--- config.mk ---
export PLATFORM = sky130hd
export DESIGN_NAME = ddc_phase_sequencer_flat
export DESIGN_NICKNAME = d
export VERILOG_FILES = /design/src/rtl/ddc_phase_sequencer_pkg.sv /design/src/rtl/ddc_phase_sequencer_if.sv /design/src/rtl/ddc_phase_sequencer_phase_reg_bank.sv /design/src/rtl/ddc_phase_sequencer.sv /design/src/flat_wrapper.sv
export SDC_FILE = /design/constraint.sdc
export NUM_CORES = 2
export LEC_CHECK = 0
export BUFFER_PORTS_ARGS = -buffer_cell sky130_fd_sc_hd__buf_2
export CORE_MARGIN = 1.5
export CORE_UTILIZATION = 53
export CTS_BUF_LIST = sky130_fd_sc_hd__clkbuf_4 sky130_fd_sc_hd__clkbuf_8
export CTS_CLUSTER_DIAMETER = 200
export DETAILED_ROUTE_END_ITERATION = 6
export PLACE_DENSITY = 0.8
export SETUP_SLACK_MARGIN = 0.1
export SYNTH_ARGS = -nofsm -noshare
export SYNTH_HDL_FRONTEND = slang
export SYNTH_SLANG_ARGS = --single-unit
--- constraint.sdc ---
create_clock -name s_axis_aclk -period 1.8 [get_ports s_axis_aclk]
set_clock_uncertainty 0.2 [all_clocks]
set_input_delay 0.36 -clock s_axis_aclk [delete_from_list [all_inputs] [get_ports s_axis_aclk]]
set_output_delay 0.36 -clock s_axis_aclk [all_outputs]
set_load 0.1 [all_outputs]
--- src/rtl/ddc_phase_sequencer_pkg.sv ---
// ddc_phase_sequencer_pkg
// Shared definitions for the DDC phase sequencer slice:
//   - seq_state_e      : sequencer FSM state encoding
//   - DDS_LATENCY/DDC_LATENCY : pipeline latencies that make up the default settle time
//   - ADDR_*           : field positions inside the 4-bit shadow write address
//   - SEL_*            : select values for the pinc/poff word of a channel
package ddc_phase_sequencer_pkg;

  typedef enum logic [1:0] {
    ST_IDLE   = 2'd0,
    ST_LOAD   = 2'd1,
    ST_SETTLE = 2'd2
  } seq_state_e;

  localparam int DDS_LATENCY = 8;
  localparam int DDC_LATENCY = 6;

  localparam int ADDR_W       = 4;
  localparam int ADDR_SEL_BIT = 0;
  localparam int ADDR_CH_LSB  = 1;
  localparam int ADDR_CH_MSB  = 3;

  localparam int SEL_PINC = 0;
  localparam int SEL_POFF = 1;

endpackage

--- src/rtl/ddc_phase_sequencer_if.sv ---
// ddc_phase_sequencer_if
// Bundles the shadow-write/commit control inputs and the per-channel phase
// outputs of the sequencer.
//   master modport : drives wr_en/wr_addr/wr_data/commit/commit_resync,
//                    observes phase tdata/tvalid, resync, busy, phase_ready
//   slave modport  : the sequencer side (directions reversed)
interface ddc_phase_sequencer_if
  import ddc_phase_sequencer_pkg::*;
#(
  parameter int N_CH = 8
);

  logic                 wr_en;
  logic [ADDR_W-1:0]    wr_addr;
  logic [31:0]          wr_data;
  logic                 commit;
  logic                 commit_resync;
  logic [N_CH*64-1:0]   m_axis_phase_tdata;
  logic [N_CH-1:0]      m_axis_phase_tvalid;
  logic                 resync;
  logic                 busy;
  logic                 phase_ready;

  modport master (
    output wr_en, wr_addr, wr_data, commit, commit_resync,
    input  m_axis_phase_tdata, m_axis_phase_tvalid, resync, busy, phase_ready
  );

  modport slave (
    input  wr_en, wr_addr, wr_data, commit, commit_resync,
    output m_axis_phase_tdata, m_axis_phase_tvalid, resync, busy, phase_ready
  );

endinterface

--- src/rtl/ddc_phase_sequencer_phase_reg_bank.sv ---
// phase_reg_bank
// Shadow and active phase registers for N_CH channels (pinc and poff each).
//   clk, reset   : clock and synchronous active-high reset
//   wr_en/addr/data : shadow write port; channels >= N_CH are ignored
//   snapshot     : copy every shadow into its active register
//   active_flat  : per channel k, [64k+63:64k] = {poff, pinc} from active regs
module phase_reg_bank
  import ddc_phase_sequencer_pkg::*;
#(
  parameter int N_CH = 8
) (
  input  logic                clk,
  input  logic                reset,
  input  logic                wr_en,
  input  logic [ADDR_W-1:0]   wr_addr,
  input  logic [31:0]         wr_data,
  input  logic                snapshot,
  output logic [N_CH*64-1:0]  active_flat
);

  localparam logic [4:0] CH_LIMIT = 5'(N_CH);

  logic [31:0] shadow_q [N_CH][2];
  logic [31:0] shadow_d [N_CH][2];
  logic [31:0] active_q [N_CH][2];
  logic [31:0] active_d [N_CH][2];

  logic [4:0] wr_ch;
  logic       wr_sel;
  logic       wr_hit;

  // Channel index is widened so the out-of-range test works for any N_CH.
  assign wr_ch  = 5'(wr_addr[ADDR_CH_MSB:ADDR_CH_LSB]);
  assign wr_sel = wr_addr[ADDR_SEL_BIT];
  assign wr_hit = wr_en && (wr_ch < CH_LIMIT);

  // Snapshot reads shadow_q, so a write landing in the same cycle is not seen.
  always_comb begin
    shadow_d = shadow_q;
    active_d = active_q;
    if (snapshot) begin
      active_d = shadow_q;
    end
    for (int k = 0; k < N_CH; k++) begin
      if (wr_hit && (wr_ch == 5'(k))) begin
        shadow_d[k][wr_sel] = wr_data;
      end
    end
  end

  always_ff @(posedge clk) begin
    if (reset) begin
      shadow_q <= '{default: '0};
      active_q <= '{default: '0};
    end else begin
      shadow_q <= shadow_d;
      active_q <= active_d;
    end
  end

  for (genvar k = 0; k < N_CH; k++) begin : g_flat
    assign active_flat[k*64 +: 64] = {active_q[k][SEL_POFF], active_q[k][SEL_PINC]};
  end

endmodule

--- src/rtl/ddc_phase_sequencer.sv ---
// ddc_phase_sequencer
// Pushes committed phase increments/offsets to N_CH DDC channels one channel
// per clock, optionally with a shared DDS resync, then waits SETTLE_CYC clocks
// for the DDS+DDC pipelines before declaring phase_ready. Commits that arrive
// while a sequence is running coalesce into one follow-up sequence.
//   s_axis_aclk : single clock, rising edge
//   reset       : synchronous active-high reset
//   bus         : slave side of ddc_phase_sequencer_if (writes, commit, outputs)
module ddc_phase_sequencer
  import ddc_phase_sequencer_pkg::*;
#(
  parameter int N_CH       = 8,
  parameter int SETTLE_CYC = DDS_LATENCY + DDC_LATENCY
) (
  input  logic s_axis_aclk,
  input  logic reset,
  ddc_phase_sequencer_if.slave bus
);

  localparam int CH_W  = (N_CH > 1) ? $clog2(N_CH) : 1;
  localparam int CNT_W = (SETTLE_CYC > 1) ? $clog2(SETTLE_CYC) : 1;

  seq_state_e       state_q, state_d;
  logic [CH_W-1:0]  ch_idx_q, ch_idx_d;
  logic [CNT_W-1:0] settle_cnt_q, settle_cnt_d;
  logic             pending_q, pending_d;
  logic             pending_resync_q, pending_resync_d;
  logic             resync_q, resync_d;
  logic             phase_ready_q, phase_ready_d;
  logic             snapshot;
  logic [N_CH-1:0]  tvalid;

  phase_reg_bank #(
    .N_CH(N_CH)
  ) u_phase_reg_bank (
    .clk        (s_axis_aclk),
    .reset      (reset),
    .wr_en      (bus.wr_en),
    .wr_addr    (bus.wr_addr),
    .wr_data    (bus.wr_data),
    .snapshot   (snapshot),
    .active_flat(bus.m_axis_phase_tdata)
  );

  always_ff @(posedge s_axis_aclk) begin
    if (reset) begin
      state_q          <= ST_IDLE;
      ch_idx_q         <= '0;
      settle_cnt_q     <= '0;
      pending_q        <= 1'b0;
      pending_resync_q <= 1'b0;
      resync_q         <= 1'b0;
      phase_ready_q    <= 1'b0;
    end else begin
      state_q          <= state_d;
      ch_idx_q         <= ch_idx_d;
      settle_cnt_q     <= settle_cnt_d;
      pending_q        <= pending_d;
      pending_resync_q <= pending_resync_d;
      resync_q         <= resync_d;
      phase_ready_q    <= phase_ready_d;
    end
  end

  // Next-state logic. A pending commit is only acted on from IDLE, which
  // gives one IDLE cycle between back-to-back sequences.
  always_comb begin
    state_d          = state_q;
    ch_idx_d         = ch_idx_q;
    settle_cnt_d     = settle_cnt_q;
    pending_d        = pending_q;
    pending_resync_d = pending_resync_q;
    resync_d         = resync_q;
    phase_ready_d    = phase_ready_q;
    snapshot         = 1'b0;

    if ((state_q != ST_IDLE) && bus.commit) begin
      pending_d        = 1'b1;
      pending_resync_d = pending_resync_q | bus.commit_resync;
    end

    case (state_q)
      ST_IDLE: begin
        if (bus.commit || pending_q) begin
          snapshot         = 1'b1;
          state_d          = ST_LOAD;
          ch_idx_d         = '0;
          resync_d         = (bus.commit & bus.commit_resync) | pending_resync_q;
          pending_d        = 1'b0;
          pending_resync_d = 1'b0;
          phase_ready_d    = 1'b0;
        end
      end
      ST_LOAD: begin
        if (ch_idx_q == CH_W'(N_CH - 1)) begin
          state_d      = ST_SETTLE;
          settle_cnt_d = CNT_W'(SETTLE_CYC - 1);
        end else begin
          ch_idx_d = ch_idx_q + 1'b1;
        end
      end
      ST_SETTLE: begin
        if (settle_cnt_q == '0) begin
          state_d       = ST_IDLE;
          phase_ready_d = ~pending_d;
        end else begin
          settle_cnt_d = settle_cnt_q - 1'b1;
        end
      end
      default: begin
        state_d = ST_IDLE;
      end
    endcase
  end

  // One-hot channel strobe while loading.
  always_comb begin
    tvalid = '0;
    if (state_q == ST_LOAD) begin
      for (int k = 0; k < N_CH; k++) begin
        if (ch_idx_q == CH_W'(k)) begin
          tvalid[k] = 1'b1;
        end
      end
    end
  end

  assign bus.m_axis_phase_tvalid = tvalid;
  assign bus.resync              = (state_q == ST_LOAD) && resync_q;
  assign bus.busy                = (state_q != ST_IDLE);
  assign bus.phase_ready         = phase_ready_q;

endmodule

--- src/flat_wrapper.sv ---
// flat-port wrapper written by rule: the top's interface ports become plain ports
module ddc_phase_sequencer_flat import ddc_phase_sequencer_pkg::*;
#(
  parameter int N_CH       = 8,
  parameter int SETTLE_CYC = DDS_LATENCY + DDC_LATENCY
)
  (s_axis_aclk, reset, bus_wr_en, bus_wr_addr, bus_wr_data, bus_commit, bus_commit_resync, bus_m_axis_phase_tdata, bus_m_axis_phase_tvalid, bus_resync, bus_busy, bus_phase_ready);
  ddc_phase_sequencer_if #(.N_CH(N_CH)) bus_i ();
  input  logic s_axis_aclk;
  input  logic reset;
  input wire logic [$bits(bus_i.wr_en)-1:0] bus_wr_en;
  input wire logic [$bits(bus_i.wr_addr)-1:0] bus_wr_addr;
  input wire logic [$bits(bus_i.wr_data)-1:0] bus_wr_data;
  input wire logic [$bits(bus_i.commit)-1:0] bus_commit;
  input wire logic [$bits(bus_i.commit_resync)-1:0] bus_commit_resync;
  output wire logic [$bits(bus_i.m_axis_phase_tdata)-1:0] bus_m_axis_phase_tdata;
  output wire logic [$bits(bus_i.m_axis_phase_tvalid)-1:0] bus_m_axis_phase_tvalid;
  output wire logic [$bits(bus_i.resync)-1:0] bus_resync;
  output wire logic [$bits(bus_i.busy)-1:0] bus_busy;
  output wire logic [$bits(bus_i.phase_ready)-1:0] bus_phase_ready;
  assign bus_i.wr_en = bus_wr_en;
  assign bus_i.wr_addr = bus_wr_addr;
  assign bus_i.wr_data = bus_wr_data;
  assign bus_i.commit = bus_commit;
  assign bus_i.commit_resync = bus_commit_resync;
  assign bus_m_axis_phase_tdata = bus_i.m_axis_phase_tdata;
  assign bus_m_axis_phase_tvalid = bus_i.m_axis_phase_tvalid;
  assign bus_resync = bus_i.resync;
  assign bus_busy = bus_i.busy;
  assign bus_phase_ready = bus_i.phase_ready;
  ddc_phase_sequencer #(.N_CH(N_CH), .SETTLE_CYC(SETTLE_CYC)) u_core (.s_axis_aclk(s_axis_aclk), .reset(reset), .bus(bus_i));
endmodule
==> summary.txt, run 1 <==
CTS Root Buffer Type - clkbuf_8
largest family of logic cells by synthesized area - compound AO/OA/AOI/OAI gates
Stopped at - 5_1_grt
mux cell area share after synthesis - 0.0265%
dpl cells - 5979
final global-route overflow total - 494
cell row count - 97
Ports - 564
clock sinks - 1037
Die X-Extent - 270 µm
largest net degree at the start of global routing - 128
Synth Instances - 4733
synth top area cells - dfxtp_1 (55%), a21oi_1 (14%), nand2_1 (10%)
syn_nets - 4785
list of most frequent post-synthesis cells - dfxtp_1 (1037), a21oi_1 (1030), nand2_1 (1029)
Synth Warn # - 0
Max Buffers Root-to-Sink - 3
FFs w/ async S/R, synth - 0%
Mean Syn Cell Area - 7.98 µm²
Synth Register Bits - 1037
Synth Cell Area - 0.0378 mm²
Starting Density - 53.8%
CTS H-tree depth - 4
GRT Total Usage - 78.1%
Die Span Y - 270 µm
routability cong. - 0.881
ys flop type - dfxtp_1
Post-Synth Adder-Cell Area - 0.364%
XOR/XNOR Fraction of Synth Area - 0%
PortBufs - 563
post-synth top area share - 55.0%
most frequent cell after synthesis - dfxtp_1
sequential share of the synthesized area - 55.0%
top cell type by total area after synthesis - dfxtp_1
Post-synth EDFFs - 0
Compound-Gate Fraction of Synth Area - 20.9%
Synth cell types - 43
simple-gate area share of the yosys netlist - 17.9%
total CTS buffers - 161
status - did not finish
Tool Error - [ERROR GRT-0232] Routing congestion too high. Check the congestion heatmap in the GUI.
DP Wirelength - 84.4 mm
==> per-stage QoR <==
stage	setup slack (ns)	TNS, ns	instance area, µm²
4_1_cts	-0.738	-114.81	57600
2_1_floorplan	0.0674	0	37900
3_3_place_gp	-0.0269	-0.399	43300
3_5_place_dp	-0.0888	-6.36	43300
==> kinds of logic after synthesis <==
family / after synthesis
simple gates: 1590
compound gates: 1563
flops: 1037
buf+inv: 531
fa+ha+maj: 11
mux: 1
==> what timing repair did <==
action,CTS
pin swaps,13
endpoints found under the setup margin,1009
hold endpoints to repair,757
buffers inserted,93
gates resized for setup,2681
hold buffers,39
cloned,29
==> routing by layer <==
layer / track usage [%] / GRT overflow
met1: 77.0 / 13
met2: 91.1 / 274
met3: 69.6 / 25
met4: 76.1 / 181
met5: 35.3 / 1
==> run 2, diff against run 1 <==
- CORE_UTILIZATION: 53 -> 40
- CTS_BUF_LIST: sky130_fd_sc_hd__clkbuf_4 sky130_fd_sc_hd__clkbuf_8 -> unset
- CTS_CLUSTER_DIAMETER: 200 -> unset
- PLACE_DENSITY: 0.8 -> unset
- PLACE_DENSITY_LB_ADDON: unset -> 0.15
- SETUP_SLACK_MARGIN: 0.1 -> unset
- clock period: 1.8 -> 2.3 ns (I/O delays scaled with it)
==> run 2 against run 1 <==
The flow now finishes, with violations (setup timing). Synthesized area did not move. Synthesized cell count did not move.
==> summary.txt, run 2 <==
RSZ-0062 raised after global routing - yes
CP max stage delay - 0.33 ns
Least-Margin Pin Slew - 0.749 ns
nets@finish - 5141
routability cong. - 0.795
P&R area growth vs syn - 23.8%
TritonCTS clock tree - done
WP data required - 1.64 ns
Synth Register Bits - 1037
PortBufs - 563
clock sinks - 1037
Synth cell types - 43
Starting Density - 40.4%
final hold vios - 0
crit path max fanout - 4
most frequent cells in the layout - dfxtp_1 (1032), a21oi_1 (1030), nand2_1 (1028)
fin cells - 6438
Slowest cell on crit path - dfxtp_2
largest net degree at the start of global routing - 129
post-synth top area share - 55.0%
list of most frequent post-synthesis cells - dfxtp_1 (1037), a21oi_1 (1030), nand2_1 (1029)
initial antenna violation count - 6
crit path time final - 2.41 ns
slew margin rel. - 50.1%
Crit path max-delay family - simple AND/OR/NAND/NOR gates
core area - 0.0935 mm²
DRC violations left - 0
CTS H-tree depth - 3
most frequent cell after synthesis - dfxtp_1
DR iter-0 viols - 4049
FFs w/ async S/R, synth - 0%
Max Buffers Root-to-Sink - 3
PwrDens - 924 mW/mm²
Reg area - 0.0208 mm²
total power - 43200 µW
ANT nets after route - 0
Mean Syn Cell Area - 7.98 µm²
share of cells above drive strength 1 - 18.9%
hold depth - 3
DP Wirelength - 89.8 mm
Fill cells - 9144
Setup crit start kind - flip-flop
CTS Root Buffer Type - clkbuf_16
Final Cycle Share - 105%
Synth Cell Area - 0.0378 mm²
Hold Path Class - primary input to flip-flop
syn_nets - 4785
CP Class - flip-flop to primary output
RR Startpoint - u_core.state_q[1]
CP Capture Type - primary output
failing checks - setup timing
Vias - 35.7k
status - complete, but fails checks
commonest non-fill, non-tap cell in the layout - dfxtp_1
vias in the first global route - 32.4k
WL/cell - 22.3 µm
total CTS buffers - 110
register-to-register setup slack - 0.11 ns
VDD IR max - 614 µV
worst setup margin - -0.109 ns
Worst Hold End - u_core.u_phase_reg_bank.shadow_q[28]
top cell type by total area after synthesis - dfxtp_1
crit path DAT - 1.75 ns
1st-pass router iterations - 6
R2R cell count - 9
cell row count - 112
Max Slew Vio Count - 0
Post-synth EDFFs - 0
hold path startpoint - bus_wr_data[28]
fin util - 50.0%
ys flop type - dfxtp_1
Reg clk slew, reported paths - 0.06 ns
Synth Instances - 4733
MaxCap Viol Count - 0
setup violators final - 9
first-pass GRT wire length - 208 mm
GRT Total Usage - 28.5%
synth top area cells - dfxtp_1 (55%), a21oi_1 (14%), nand2_1 (10%)
Ports - 564
die area - 0.0963 mm²
final wirelength - 144 mm
crit path buf inv count - 2
sequential share of the synthesized area - 55.0%
Die Span Y - 310 µm
final global-route overflow total - 0
Vias/cell - 5.54
worst skew pair latency - 0.69 ns
Synth Warn # - 0
reg2reg end - u_core.u_phase_reg_bank.active_flat[163]
Die X-Extent - 310 µm
LEAKAGE - 0.0171 µW
fmax - 0.415 GHz
Cell Chain, Critical Path - inv_4, ha_4, nor2b_4, and2_4, buf_12
dpl cells - 6210
Setup TNS - -0.651 ns
multi-input logic area - 0.0150 mm²
## run 2: worst max path at each step
stage / start / end / slack [ns] / depth (start not counted)
2_1_floorplan: u_core.state_q[1] / bus_m_axis_phase_tvalid[7] / 0.002 / 4
3_3_place_gp: u_core.state_q[1] / u_core.u_phase_reg_bank.active_flat[191] / 0.23 / 7
3_5_place_dp: u_core.state_q[1] / u_core.u_phase_reg_bank.active_flat[191] / 0.20 / 7
4_1_cts: u_core.state_q[1] / bus_m_axis_phase_tvalid[1] / -0.12 / 5
5_1_grt: u_core.state_q[1] / bus_m_axis_phase_tvalid[0] / -0.19 / 5
6_report: u_core.state_q[1] / bus_m_axis_phase_tvalid[2] / -0.11 / 5
## run 2: cell families after synthesis
group           synth area share [%]
simple gates                    17.9
compound gates                  20.9
flops                           55.0
buf+inv                         5.91
fa+ha+maj                      0.364
mux                           0.0265
## run 2: worst register-to-register path, delay by kind of cell (launching register included)
kind,cells,cell delay (ns)
flip-flops,1,0.33
buffers and inverters,5,0.85
adder cells (fa/ha/maj),1,0.25
AO/OA/AOI/OAI,2,0.36
AND/OR/NAND/NOR,1,0.13
## run 2: what timing repair did
action,4_1_cts,5_1_grt
hold buffers,5,0
resized for setup,38,6
gates cloned,0,2
pin swaps,7,5
setup endpoints to repair,11,42
hold endpoints to repair,44,0
buffers inserted,7,7
## run 2: report_power, final
part           total (µW)  switching (µW)  leakage [µW]  internal, µW
clock network       18500            7450       0.00188         11100
registers           18400             184       0.00837         18200
logic                6280            4730       0.00681          1550
total               43200           12400        0.0171         30800
## run 2: area by class of cell
class | instances | area share, %
inverter | 12 | 0.107
timing repair buffer | 763 | 11.9
antenna | 3 | 0.0161
sequential | 1037 | 44.4
multi-input combinational | 3165 | 32.1
clock buffer | 176 | 7.34
clock inverter | 28 | 0.779
tap | 1254 | 3.36
## run 2: through the flow
step / setup slack (ns) / hold WS, ns / instance area, µm²
after floorplan: 0.00196 / 0.228 / 37800
after global placement: 0.232 / 0.234 / 42600
after detailed placement: 0.205 / 0.239 / 42600
after CTS: -0.124 / 0.0129 / 46600
after global routing: -0.187 / 0.0200 / 46700
final: -0.109 / 0.0469 / 46700
## run 2: per-layer routing
layer	part of all wire [%]	vias to the layer above	global-route usage, %
met1	43	17100	39.9
met4	3.1	4	9.78
met5	0.017	-	0
li1	-	16800	-
met2	46	1523	44.8
met3	8.0	242	4.24
(Power assumes the default switching activity.)
